`src/rtl/bubble_flash_arbiter.sv`:
```
// bubble_flash_arbiter: shares one SPI flash bus between emulator and USB with
// fixed emulator priority, a CS-high guard gap between owners and a hold watchdog.
module bubble_flash_arbiter #(
    parameter int GUARD_CYCLES = 4,
    parameter int HOLD_W       = 16,
    parameter int MAX_HOLD     = 60000
) (
    input  logic MCLK,
    input  logic RST,
    input  logic EMU_REQ,
    output logic EMU_GNT,
    input  logic EMU_nCS,
    input  logic EMU_CLK,
    input  logic EMU_MOSI,
    input  logic EMU_OE,
    input  logic USB_REQ,
    output logic USB_GNT,
    input  logic USB_nCS,
    input  logic USB_CLK,
    input  logic USB_MOSI,
    input  logic USB_OE,
    output logic nROMCS,
    output logic ROMCLK,
    output logic ROMIO0_O,
    output logic ROMIO0_OE,
    output logic BUSY,
    output logic TIMEOUT_ERR,
    input  logic ERR_CLR
);
    typedef enum logic [1:0] {IDLE, EMU_OWN, USB_OWN, GUARD} state_t;
    localparam int GW = GUARD_CYCLES > 1 ? $clog2(GUARD_CYCLES) : 1;

    state_t            state_q, state_d;
    logic [GW-1:0]     guard_q, guard_d;
    logic [HOLD_W-1:0] hold_q, hold_d;
    logic              emu_lock_q, emu_lock_d, usb_lock_q, usb_lock_d, err_q, err_d;
    logic              owning, own_req, timeout;

    always_comb begin
        owning  = state_q == EMU_OWN || state_q == USB_OWN;
        own_req = state_q == EMU_OWN ? EMU_REQ : USB_REQ;
        // a voluntary release on the same edge as expiry is not an error
        timeout = MAX_HOLD > 0 && owning && own_req && hold_q == HOLD_W'(MAX_HOLD - 1);
        state_d = state_q;
        guard_d = '0;
        hold_d  = hold_q;
        case (state_q)
            IDLE: begin
                hold_d = '0;
                if (EMU_REQ && !emu_lock_q) state_d = EMU_OWN;
                else if (USB_REQ && !usb_lock_q) state_d = USB_OWN;
            end
            EMU_OWN, USB_OWN: begin
                hold_d = &hold_q ? hold_q : hold_q + 1'b1;
                if (!own_req || timeout) state_d = GUARD;
            end
            default: begin
                guard_d = guard_q + 1'b1;
                if (guard_q == GW'(GUARD_CYCLES - 1)) state_d = IDLE;
            end
        endcase
        emu_lock_d = (emu_lock_q && EMU_REQ) || (timeout && state_q == EMU_OWN);
        usb_lock_d = (usb_lock_q && USB_REQ) || (timeout && state_q == USB_OWN);
        err_d      = timeout || (err_q && !ERR_CLR);
    end

    always_ff @(posedge MCLK or posedge RST) begin
        if (RST) begin
            state_q    <= IDLE;
            guard_q    <= '0;
            hold_q     <= '0;
            emu_lock_q <= 1'b0;
            usb_lock_q <= 1'b0;
            err_q      <= 1'b0;
        end else begin
            state_q    <= state_d;
            guard_q    <= guard_d;
            hold_q     <= hold_d;
            emu_lock_q <= emu_lock_d;
            usb_lock_q <= usb_lock_d;
            err_q      <= err_d;
        end
    end

    // pin mux follows the registered state only, so it switches while pins are idle
    assign EMU_GNT     = state_q == EMU_OWN;
    assign USB_GNT     = state_q == USB_OWN;
    assign BUSY        = state_q != IDLE;
    assign TIMEOUT_ERR = err_q;
    assign nROMCS      = EMU_GNT ? EMU_nCS  : USB_GNT ? USB_nCS  : 1'b1;
    assign ROMCLK      = EMU_GNT ? EMU_CLK  : USB_GNT ? USB_CLK  : 1'b0;
    assign ROMIO0_O    = EMU_GNT ? EMU_MOSI : USB_GNT ? USB_MOSI : 1'b0;
    assign ROMIO0_OE   = EMU_GNT ? EMU_OE   : USB_GNT ? USB_OE   : 1'b0;
endmodule
```
`config.mk`:
```
export PLATFORM = sky130hd
export DESIGN_NAME = bubble_flash_arbiter
export DESIGN_NICKNAME = d
export VERILOG_FILES = /design/src/rtl/bubble_flash_arbiter.sv
export SDC_FILE = /design/constraint.sdc
export NUM_CORES = 1
export LEC_CHECK = 0
export BUFFER_PORTS_ARGS = -buffer_cell sky130_fd_sc_hd__buf_2
export CAP_MARGIN = 20
export CORE_MARGIN = 2
export CORE_UTILIZATION = 56
export DETAILED_ROUTE_END_ITERATION = 12
export PLACE_DENSITY = 0.9
export SETUP_SLACK_MARGIN = 0.5
export SYNTH_ARGS = -nofsm -noshare
export SYNTH_HDL_FRONTEND = slang
export SYNTH_SLANG_ARGS = --single-unit
```
`constraint.sdc`:
```
create_clock -name MCLK -period 1.99 [get_ports MCLK]
set_input_delay 0.0995 -clock MCLK [delete_from_list [all_inputs] [get_ports MCLK]]
set_output_delay 0.0995 -clock MCLK [all_outputs]
set_load 0.05 [all_outputs]
```
==> metrics.txt <==
P per Cell Area 1340 nW/um2; mapped cell area about 1400 um2; crit start category flip-flop; Routed wire per std cell 24.9 um; largest net degree at the start of global routing 24; sequential-to-total area share from yosys stat 40.9%; Setup TNS 0 ns; worst-skew pair later-pin latency between 0.3 and 0.4 ns; Main synth FF type dfrtp_1; max-slew violations 0; RSZ-0062 raised after global routing true; die area slightly below 3000 um2; final cycle utilization of the critical path 95.5%; CP Class reg -> reg; # DRC 0; drt total wl slightly below 6 mm; Die H about 54 um; worst slack, placed 0.0595 ns; GRT overflow 0; Clock Sink Count 23; top cell type's share of synthesized area between 40% and 50%; Initial DRC Count 86; leakage power ~0.0010 uW; outcome completed; VDD IR-drop max about 0.0019 V; Seq. cell area 587 um2; vias about 1600; top achievable clock speed ~530 MHz; CTS Buf Count 3; share of cells above drive strength 1 between 50% and 60%; crit-path cells inv_2 > ha_4 > buf_6 > and4_4 > o31ai_4 > o211ai_1 > o31ai_2; Longest Clk Path Bufs 2; top cells by area, synth dfrtp_1 (41%), ha_1 (5.3%), a22o_1 (3.1%), inv_1 (2.7%), o31ai_1 (2.7%); Syn Area/Cell roughly 9.9 um2; post-layout min period ~1.9 ns; Yosys cell types 47; all-layer global routing usage 36.0%; CP max FO 6; Pre-antenna DRT Iters 5; PnR worst setup slack between 0.08 and 0.09 ns; first-pass GRT wire length 7.39 mm; Port Buf Inserts 20; synthesis-to-layout area growth 56.6%; Hold Path Depth 2; Crit. End Element flip-flop; met3 wire len between 700 and 800 um; CTS tree built; Die W 54.2 um; hold_sp EMU_REQ; Root Driver clkbuf_4; Synth Net Count around 160; CP max stage delay ~0.44 ns; Fill cells 83; Row Count 18; Req. time, crit path ~2.2 ns; ANT cells 0; post-route ant nets 0; Hold Crit Endpoint emu_lock_q$_DFF_PP0_; Slew headroom about two fifths; Post-Synthesis Cells 142; highest metal used met4; final setup skew ~0.014 ns; worst r2r src state_q[1]$_DFFE_PP0P_; Commonest cells post-synth dfrtp_1 (23), inv_1 (10), nand2_1 (8), nor2_1 (8), nand3_1 (7); M1 wire length 2.01 mm; highest-delay cell along the critical path dfrtp_1; Synth Register Bits 23; reg2reg setup slack a little under 0.09 ns; final net count 223; H-Tree Level Count 1; I/O pins 21; final RePlAce weighted congestion between 0.9 and 1; CP arrival 2.11 ns; Post-synth EDFFs 0; synth warn 0; initial antenna violation count 0; final setup vio count 0; Synth area leader dfrtp_1; final hold vios 0; Clock transition at path regs roughly 0.14 ns; worst-margin pin slew around 0.9 ns; total core area around 2400 um2; Reg-to-Reg End hold_q[8]$_DFFE_PP0P_; Starting Density between 50% and 60%; vias in the first global route 1460; Multi-input gate area between 1000 and 1500 um2; top-count cell post-synth dfrtp_1; vias per std cell approximately 6.9; met2 WL post-DR 2.66 mm; Min-Delay Path Class in -> reg; asr flop ratio synth 100%; DP HPWL approximately 2.4 mm; max_cap viols 0; Reg2Reg Depth 7
## cells by family (layout without fill, tap and decap cells)
family                   after synthesis  count (layout)  share of synthesized area, %
AO/OA/AOI/OAI                         33              33                          17.1
XOR/XNOR                               1               1                         0.622
multiplexers                           6               6                          4.53
buffers and inverters                 13              74                          3.55
AND/OR/NAND/NOR                       60              60                          28.1
adder cells (fa/ha/maj)                6               6                          5.33
flip-flops                            23              23                          40.9
## cells in the final DEF, fill, tap and decap left out, drive strengths merged, types with 2 or more instances in the layout
cell	Yosys	routed
a21oi	5	5
a22o	5	5
a31oi	3	3
and2	3	3
and4	2	2
buf	1	59
clkbuf	2	4
dfrtp	23	23
ha	6	6
inv	10	10
mux2	3	3
mux2i	3	3
nand2	8	8
nand2b	4	4
nand3	7	7
nand4	5	5
nor2	8	8
nor2b	4	4
nor3	5	5
nor4	4	4
nor4b	2	2
o211ai	3	3
o21ai	3	3
o31ai	5	5
or4bb	2	2
## power by group
group	internal, uW	switching [uW]	total, uW
clock	78.6	155	234
combinational	900	1150	2050
sequential	552	113	666
## worst max-delay path, delay by kind of cell (launching register included)
kind	cells	cell delay (ns)
DFF	1	0.44
buffers and inverters	2	0.22
AOI/OAI and AO/OA	3	0.57
and+or+nand+nor	1	0.24
adders and majority gates	1	0.32
## through the flow
| stage | cells | area, um2 | hold WS [ns] | utilization, % | power (uW) |
|---|---|---|---|---|---|
| finish | 233 | 2210 | 0.0293 | 90.7 | 2950 |
| global route | 233 | 2210 | 0.0293 | 90.7 | 3020 |
| CTS | 219 | 2010 | 0.0284 | 82.6 | 2500 |
| detailed placement | 192 | 1620 | 0.324 | 66.5 | 1800 |
| global placement | 192 | 1620 | 0.307 | 66.5 | 1740 |
| floorplan | 142 | 1490 | 0.101 | - | 1640 |
## repair_timing
action                                  4_1_cts  5_1_grt
gates resized for setup                      50       24
endpoints found under the setup margin       26       28
hold buffers                                  1        0
hold endpoints to repair                     23        0
cloned                                        0        0
setup buffers                                22       14
pin swaps                                    13        7
## layer usage
metal,GRT usage (%),vias up
met3,5.28,46
met4,15.8,0
met5,0,-
met2,58.8,158
li1,-,665
met1,46.9,740
## layout make-up
| class | count | share of cell area (%) |
|---|---|---|
| Timing Repair Buffer | 60 | 22.0 |
| Tap cell | 30 | 1.70 |
| Multi-Input combinational cell | 106 | 46.7 |
| Sequential cell | 23 | 26.6 |
| Clock buffer | 4 | 1.19 |
| Inverter | 10 | 1.82 |
## state kept, by name, summed over array words and instances (netlist names)
| signal | count |
|---|---|
| guard_q | 2 |
| state_q | 2 |
| usb_lock_q | 1 |
| TIMEOUT_ERR | 1 |
| hold_q | 16 |
| emu_lock_q | 1 |
## how the worst max path moves through the flow
stage / startpoint / end / slack [ns] / cells past startpoint
after floorplan: hold_q[12]$_DFFE_PP0P_ / state_q[0]$_DFFE_PP0P_ / 0.31 / 4
after global placement: state_q[0]$_DFFE_PP0P_ / hold_q[12]$_DFFE_PP0P_ / 0.16 / 6
after detailed placement: state_q[0]$_DFFE_PP0P_ / hold_q[12]$_DFFE_PP0P_ / 0.06 / 6
after CTS: hold_q[7]$_DFFE_PP0P_ / state_q[0]$_DFFE_PP0P_ / 0.16 / 4
after global routing: state_q[1]$_DFFE_PP0P_ / hold_q[8]$_DFFE_PP0P_ / 0.003 / 7
final: state_q[1]$_DFFE_PP0P_ / hold_q[8]$_DFFE_PP0P_ / 0.09 / 7
Power figures use the tool's default switching activity.
